--- src/rtl/klingon_display_scanner.sv ---
// Time-multiplexed scan controller sharing one digit decoder across NUM_DIGITS positions.
// A double-buffered value store lets a new word take effect only at a frame boundary.
module klingon_display_scanner #(
  parameter int NUM_DIGITS = 4,
  parameter int PRESCALE   = 4,
  parameter bit BLANK_LZ   = 1'b1
) (
  input  logic                    clk,
  input  logic                    reset,
  input  logic                    wr_valid,
  input  logic [4*NUM_DIGITS-1:0] wr_data,
  output logic                    wr_ready,
  output logic [3:0]              dec_in,
  output logic                    dec_blank,
  output logic [NUM_DIGITS-1:0]   digit_en,
  output logic                    frame_done,
  output logic                    err
);

  localparam int DW = 4 * NUM_DIGITS;
  localparam int IW = $clog2(NUM_DIGITS);
  localparam int CW = (PRESCALE > 1) ? $clog2(PRESCALE) : 1;
  localparam logic [IW-1:0] LAST_DIGIT = IW'(NUM_DIGITS - 1);
  localparam logic [CW-1:0] LAST_CNT   = CW'(PRESCALE - 1);

  typedef enum logic [1:0] {
    IDLE = 2'd0,
    ON   = 2'd1,
    GAP  = 2'd2
  } state_t;

  state_t          state, state_next;
  logic [IW-1:0]   digit, digit_next;
  logic [CW-1:0]   cnt, cnt_next;
  logic [DW-1:0]   active, active_next;
  logic [DW-1:0]   pending, pending_next;
  logic            pending_full, pending_full_next;
  logic            err_next;
  logic            accept;
  logic            boundary;

  logic [3:0]            dec_in_next;
  logic                  dec_blank_next;
  logic [NUM_DIGITS-1:0] digit_en_next;
  logic                  frame_done_next;
  logic                  wr_ready_next;

  logic [NUM_DIGITS-1:0] upper_zero;
  logic                  zero_run;
  logic [3:0]            nib;
  logic                  lz_sel;

  function automatic logic has_bad_nibble(input logic [DW-1:0] w);
    logic bad;
    bad = 1'b0;
    for (int i = 0; i < NUM_DIGITS; i++) begin
      if (w[4*i +: 4] > 4'd9) bad = 1'b1;
    end
    return bad;
  endfunction

  // Handshake: a word transfers on any rising edge where wr_valid and wr_ready
  // are both high; wr_valid held while wr_ready is low has no effect.
  always_comb begin
    state_next        = state;
    digit_next        = digit;
    cnt_next          = cnt;
    active_next       = active;
    pending_next      = pending;
    pending_full_next = pending_full;
    err_next          = err;
    accept            = wr_valid && wr_ready;
    boundary          = (state == GAP) && (digit == LAST_DIGIT);

    case (state)
      IDLE: begin
        if (accept) begin
          active_next = wr_data;
          state_next  = ON;
          digit_next  = '0;
          cnt_next    = '0;
        end
      end
      ON: begin
        if (cnt == LAST_CNT) begin
          state_next = GAP;
          cnt_next   = '0;
        end else begin
          cnt_next = cnt + CW'(1);
        end
      end
      GAP: begin
        state_next = ON;
        cnt_next   = '0;
        if (boundary) digit_next = '0;
        else          digit_next = digit + IW'(1);
      end
      default: begin
        state_next = IDLE;
      end
    endcase

    // A full pending buffer can never coincide with an accepted write, so the
    // swap and the pending fill below are mutually exclusive.
    if (boundary && pending_full) begin
      active_next       = pending;
      pending_full_next = 1'b0;
    end
    if (accept && (state != IDLE)) begin
      pending_next      = wr_data;
      pending_full_next = 1'b1;
    end
    if (accept) err_next = has_bad_nibble(wr_data);
  end

  // Outputs are derived from next-state values so they can be registered
  // without adding a cycle of latency.
  always_comb begin
    upper_zero = '0;
    zero_run   = 1'b1;
    for (int i = NUM_DIGITS - 1; i >= 0; i--) begin
      zero_run      = zero_run && (active_next[4*i +: 4] == 4'd0);
      upper_zero[i] = zero_run;
    end

    nib    = 4'd0;
    lz_sel = 1'b0;
    for (int i = 0; i < NUM_DIGITS; i++) begin
      if (digit_next == IW'(i)) begin
        nib    = active_next[4*i +: 4];
        lz_sel = upper_zero[i];
      end
    end

    dec_in_next     = 4'd0;
    dec_blank_next  = 1'b1;
    digit_en_next   = '0;
    frame_done_next = 1'b0;
    wr_ready_next   = (state_next == IDLE) || !pending_full_next;

    if (state_next == ON) begin
      digit_en_next = NUM_DIGITS'(1) << digit_next;
      if (!((nib > 4'd9) || (BLANK_LZ && (digit_next != '0) && lz_sel))) begin
        dec_blank_next = 1'b0;
        dec_in_next    = nib;
      end
    end
    if ((state_next == GAP) && (digit_next == LAST_DIGIT)) frame_done_next = 1'b1;
  end

  always_ff @(posedge clk) begin
    if (reset) begin
      state        <= IDLE;
      digit        <= '0;
      cnt          <= '0;
      active       <= '0;
      pending      <= '0;
      pending_full <= 1'b0;
      err          <= 1'b0;
      dec_in       <= 4'd0;
      dec_blank    <= 1'b1;
      digit_en     <= '0;
      frame_done   <= 1'b0;
      wr_ready     <= 1'b1;
    end else begin
      state        <= state_next;
      digit        <= digit_next;
      cnt          <= cnt_next;
      active       <= active_next;
      pending      <= pending_next;
      pending_full <= pending_full_next;
      err          <= err_next;
      dec_in       <= dec_in_next;
      dec_blank    <= dec_blank_next;
      digit_en     <= digit_en_next;
      frame_done   <= frame_done_next;
      wr_ready     <= wr_ready_next;
    end
  end

endmodule

--- config.mk ---
export PLATFORM = sky130hd
export DESIGN_NAME = klingon_display_scanner
export DESIGN_NICKNAME = d
export VERILOG_FILES = /design/src/rtl/klingon_display_scanner.sv
export SDC_FILE = /design/constraint.sdc
export NUM_CORES = 1
export LEC_CHECK = 0
export ABC_CLOCK_PERIOD_IN_PS = 2800
export CAP_MARGIN = 20
export CORE_MARGIN = 2
export CORE_UTILIZATION = 54
export DETAILED_ROUTE_END_ITERATION = 10
export PLACE_DENSITY = 0.79
export SYNTH_ARGS = -nofsm -noshare
export SYNTH_HDL_FRONTEND = slang
export SYNTH_SLANG_ARGS = --single-unit
--- constraint.sdc ---
create_clock -name clk -period 2.8 [get_ports clk]
set_input_delay 0.7 -clock clk [delete_from_list [all_inputs] [get_ports clk]]
set_output_delay 0.7 -clock clk [all_outputs]
set_load 0.05 [all_outputs]
==> metrics.txt <==
# TYPE chip_impl_metric gauge
chip_impl_metric{name="grt_util_met3",unit="%"} 5.23
chip_impl_metric{name="area_delta_synth_final",unit="%"} 28.7
chip_impl_info{name="tritoncts",value="done"} 1
chip_impl_metric{name="share_of_synthesized_registers_carrying_an_async_set_or_reset",unit="%"} 0
chip_impl_info{name="timing.critical_path.cells",value="clkdlybuf4s50_1 > nor4bb_4 > buf_12 > mux2_2 > mux2i_2 > mux2i_1 > mux2_2 > a21o_1"} 1
chip_impl_metric{name="drt_pre_antenna_iters",unit=""} 4
chip_impl_metric{name="power.internal",unit="mW"} 1.21
chip_impl_info{name="run_status",value="finished clean"} 1
chip_impl_metric{name="drive_gt1_share",unit="%"} 17.9
chip_impl_metric{name="count_of_flip_flops_with_a_built_in_enable_after_synthesis",unit=""} 0
chip_impl_metric{name="max_clock_freq",unit="MHz"} 374
chip_impl_metric{name="dpl_cell_area",unit="µm²"} 2840
chip_impl_metric{name="first_global_vias",unit=""} 2047
chip_impl_metric{name="wirelength",unit="mm"} 5.82
chip_impl_metric{name="clk_latency",unit="ns"} 0.30
chip_impl_metric{name="clk_pin_slew_worst_paths",unit="ns"} 0.09
chip_impl_metric{name="synth.yosys.seq_area_share",unit="%"} 44.2
chip_impl_metric{name="worst_path_largest_cell_delay",unit="ns"} 0.50
chip_impl_metric{name="final.fill_count",unit=""} 318
chip_impl_metric{name="worst_slew_margin",unit="%"} 66.8
chip_impl_metric{name="critical_path_data_required_time",unit="ns"} 3.00
chip_impl_metric{name="final_area",unit="µm²"} 2970
chip_impl_metric{name="p_total",unit="mW"} 1.64
chip_impl_metric{name="detail_route.wl_per_cell",unit="µm"} 16.3
chip_impl_metric{name="die-width",unit="µm"} 69.4
chip_impl_metric{name="fin_nets",unit=""} 328
chip_impl_info{name="synthDominantAreaCellType",value="sky130_fd_sc_hd__dfxtp_1"} 1
chip_impl_metric{name="start_util",unit="%"} 56.9
chip_impl_metric{name="buffer_ports.inserted",unit=""} 30
chip_impl_metric{name="globalRouteOverflowTotal",unit=""} 0
chip_impl_info{name="grt-busiest-layer",value="met2"} 1
chip_impl_metric{name="synthDominantCellAreaShare",unit="%"} 44.2
chip_impl_metric{name="seqPwrFrac",unit="%"} 48.2
chip_impl_info{name="synthMostInstantiatedCell",value="sky130_fd_sc_hd__dfxtp_1"} 1
chip_impl_metric{name="total_half_perimeter_wirelength_after_legalization_and_detailed_placement",unit="mm"} 4.02
chip_impl_metric{name="tightestPinTransition",unit="ns"} 0.497
chip_impl_metric{name="dp.cells",unit=""} 350
chip_impl_info{name="hold_class",value="reg2reg"} 1
chip_impl_metric{name="report.final.setup_viol",unit=""} 0
chip_impl_metric{name="antenna_violations_before_repair",unit=""} 0
chip_impl_metric{name="via_count",unit=""} 2093
chip_impl_metric{name="drc_errors_left",unit=""} 0
chip_impl_metric{name="hold_viol",unit=""} 0
chip_impl_metric{name="cts_sinks",unit=""} 51
chip_impl_metric{name="cts_buffer_count",unit=""} 5
chip_impl_metric{name="routed_via_density",unit=""} 5.85
chip_impl_metric{name="setup_total_negative_slack",unit="ns"} 0
chip_impl_metric{name="final_min_period",unit="ns"} 2.68
chip_impl_info{name="ys_top_cells_by_area",value="sky130_fd_sc_hd__dfxtp_1, sky130_fd_sc_hd__mux2i_1, sky130_fd_sc_hd__nand2_1"} 1
chip_impl_metric{name="post-route-period-util",unit="%"} 95.6
chip_impl_metric{name="synth_warnings",unit=""} 0
chip_impl_metric{name="antennaDiodeCount",unit=""} 0
chip_impl_metric{name="synth_area_per_cell",unit="µm²"} 8.98
chip_impl_metric{name="syn-num-nets",unit=""} 278
chip_impl_metric{name="power_density_relative_to_cell_area",unit="nW/µm²"} 552
chip_impl_info{name="timing.critical_path.from_type",value="input pin"} 1
chip_impl_metric{name="synth.cell_area",unit="µm²"} 2310
chip_impl_metric{name="synth.distinct_cells",unit=""} 47
chip_impl_metric{name="ios",unit=""} 31
chip_impl_metric{name="met1_usage",unit="%"} 33.1
chip_impl_info{name="timing.critical_path.to_type",value="flop"} 1
chip_impl_info{name="cpMostUsedCell",value="sky130_fd_sc_hd__mux2_2"} 1
chip_impl_metric{name="grt_start_max_net_pins",unit=""} 41
chip_impl_info{name="timing.critical_path.slowest_stage_cell",value="sky130_fd_sc_hd__clkdlybuf4s50_1"} 1
chip_impl_metric{name="groute.usage.overall",unit="%"} 24.9
chip_impl_info{name="synthTopCellsByCount",value="sky130_fd_sc_hd__dfxtp_1, sky130_fd_sc_hd__nand2_1, sky130_fd_sc_hd__nor2_1"} 1
chip_impl_metric{name="power.leakage",unit="nW"} 1.22
chip_impl_metric{name="ctsLongestPathBuffers",unit=""} 2
chip_impl_metric{name="synthCells",unit=""} 257
chip_impl_metric{name="largest_clock_skew_in_the_final_design",unit="ns"} 0.00314
chip_impl_metric{name="detailedRoute.firstIterationViolations",unit=""} 161
chip_impl_metric{name="max_cap_violations",unit=""} 0
chip_impl_info{name="crit_type",value="in2reg"} 1
chip_impl_info{name="root_buffer",value="sky130_fd_sc_hd__clkbuf_8"} 1
chip_impl_metric{name="synth-seq-cells",unit=""} 51
chip_impl_metric{name="h-tree-depth",unit=""} 2
chip_impl_metric{name="clock_power_share",unit="%"} 32.4
chip_impl_metric{name="groute.layer.met2.usage",unit="%"} 40.6
chip_impl_metric{name="drv_slew",unit=""} 0
chip_impl_metric{name="power.net_switching",unit="mW"} 0.432
chip_impl_metric{name="die-height",unit="µm"} 69.4
chip_impl_metric{name="worstPathArrival",unit="ns"} 2.88
chip_impl_metric{name="worst_ir_drop_vdd",unit="mV"} 0.375
chip_impl_metric{name="layoutNonFillerInstCount",unit=""} 358
chip_impl_metric{name="gp_routability_congestion",unit=""} 0.868
chip_impl_metric{name="std_cell_rows",unit=""} 23
chip_impl_metric{name="cp_max_fo",unit=""} 16
chip_impl_metric{name="switching_part_of_the_total_power",unit="%"} 26.3
chip_impl_metric{name="antenna_left",unit=""} 0
chip_impl_info{name="grt_setup_unrepaired",value="yes"} 1
chip_impl_metric{name="p_comb_share",unit="%"} 19.5
chip_impl_metric{name="post_cts_hold_buffer_count",unit=""} 0
chip_impl_metric{name="floorplan.die_area",unit="µm²"} 4810
chip_impl_metric{name="grt_first_pass_wirelength",unit="mm"} 9.76
chip_impl_info{name="synth_top_flop_cell",value="sky130_fd_sc_hd__dfxtp_1"} 1
chip_impl_metric{name="core",unit="µm²"} 4060
==> per-stage QoR <==
stage / hold WS (ns) / setup WS [ns] / util, %
floorplan: 0.436 / 0.410 / -
global placement: 0.444 / -0.109 / 69.9
detailed placement: 0.449 / -0.200 / 69.9
CTS: 0.462 / 0.0857 / 72.8
global route: 0.485 / -0.00856 / 73.2
finish: 0.461 / 0.123 / 73.2
==> state kept, by name, summed over array words and instances, names as in the netlist <==
name	flops
frame_done	1
cnt	2
digit_en	4
err	1
active	16
digit	2
pending	16
wr_ready	1
state	2
dec_blank	1
pending_full	1
dec_in	4
==> kinds of logic after synthesis <==
group,Yosys count,synth area share [%]
DFF,51,44.2
adders and majority gates,2,1.08
muxes,31,14.4
buffers and inverters,18,3.74
AOI/OAI and AO/OA,57,16.9
and+or+nand+nor,98,19.7
==> layer usage <==
layer  vias to the layer above  wire length, µm  part of all wire [%]
li1                       1027                -                     -
met4                         0               90                   1.5
met5                         -                0                     0
met3                         8              285                   4.9
met1                      1005             2640                    45
met2                        53             2810                    48
==> final timing paths <==
check | start | endpoint | slack (ns) | cells after the start
worst min-delay path | pending[2] | pending[2] | 0.46 | 2
worst min register to register | pending[2] | pending[2] | 0.46 | 2
worst max-delay path | wr_valid | dec_blank | 0.12 | 8
worst max register to register | state[1] | dec_blank | 0.42 | 7
==> critical path, delay by kind of cell <==
family | cells | cell delay (ns)
AND/OR/NAND/NOR | 1 | 0.26
multiplexers | 4 | 1.02
buffers and inverters | 2 | 0.70
AO/OA/AOI/OAI | 1 | 0.19
==> area by class of cell <==
class,count,area [µm²],area share (%)
Tap cell,50,62.6,2.11
Clock inverter,2,35.0,1.18
Clock buffer,6,82.6,2.78
Multi-Input combinational cell,188,1230,41.4
Sequential cell,51,1020,34.4
Timing Repair Buffer,59,531,17.9
Inverter,2,7.51,0.253
==> cell usage in the layout, fill, tap and decap left out, drive strengths merged, types with 2 or more instances in the layout <==
cell / instances
nand2b: 2
a21o: 4
inv: 2
buf: 29
ha: 2
o21ai: 5
dfxtp: 51
a211oi: 11
or4: 2
nand2: 41
a31oi: 3
a21oi: 21
nor2: 27
o211a: 2
o211ai: 2
mux2i: 20
clkbuf: 6
clkdlybuf4s50: 30
mux2: 11
nor3: 7
nor2b: 2
and2: 3
nor4: 6
==> power by group through the flow <==
stage	sequential [mW]	combinational, mW	clock (mW)
after floorplan	0.833	0.149	0
after global placement	0.804	0.304	0
after detailed placement	0.806	0.311	0
after CTS	0.790	0.315	0.539
after global routing	0.796	0.344	0.560
final	0.790	0.319	0.531
==> repair_timing <==
item | CTS | global route
gates resized for setup | 0 | 3
hold endpoints to repair | 0 | 0
setup buffers | 0 | 0
endpoints found under the setup margin | 0 | 4
(Power assumes the default switching activity.)
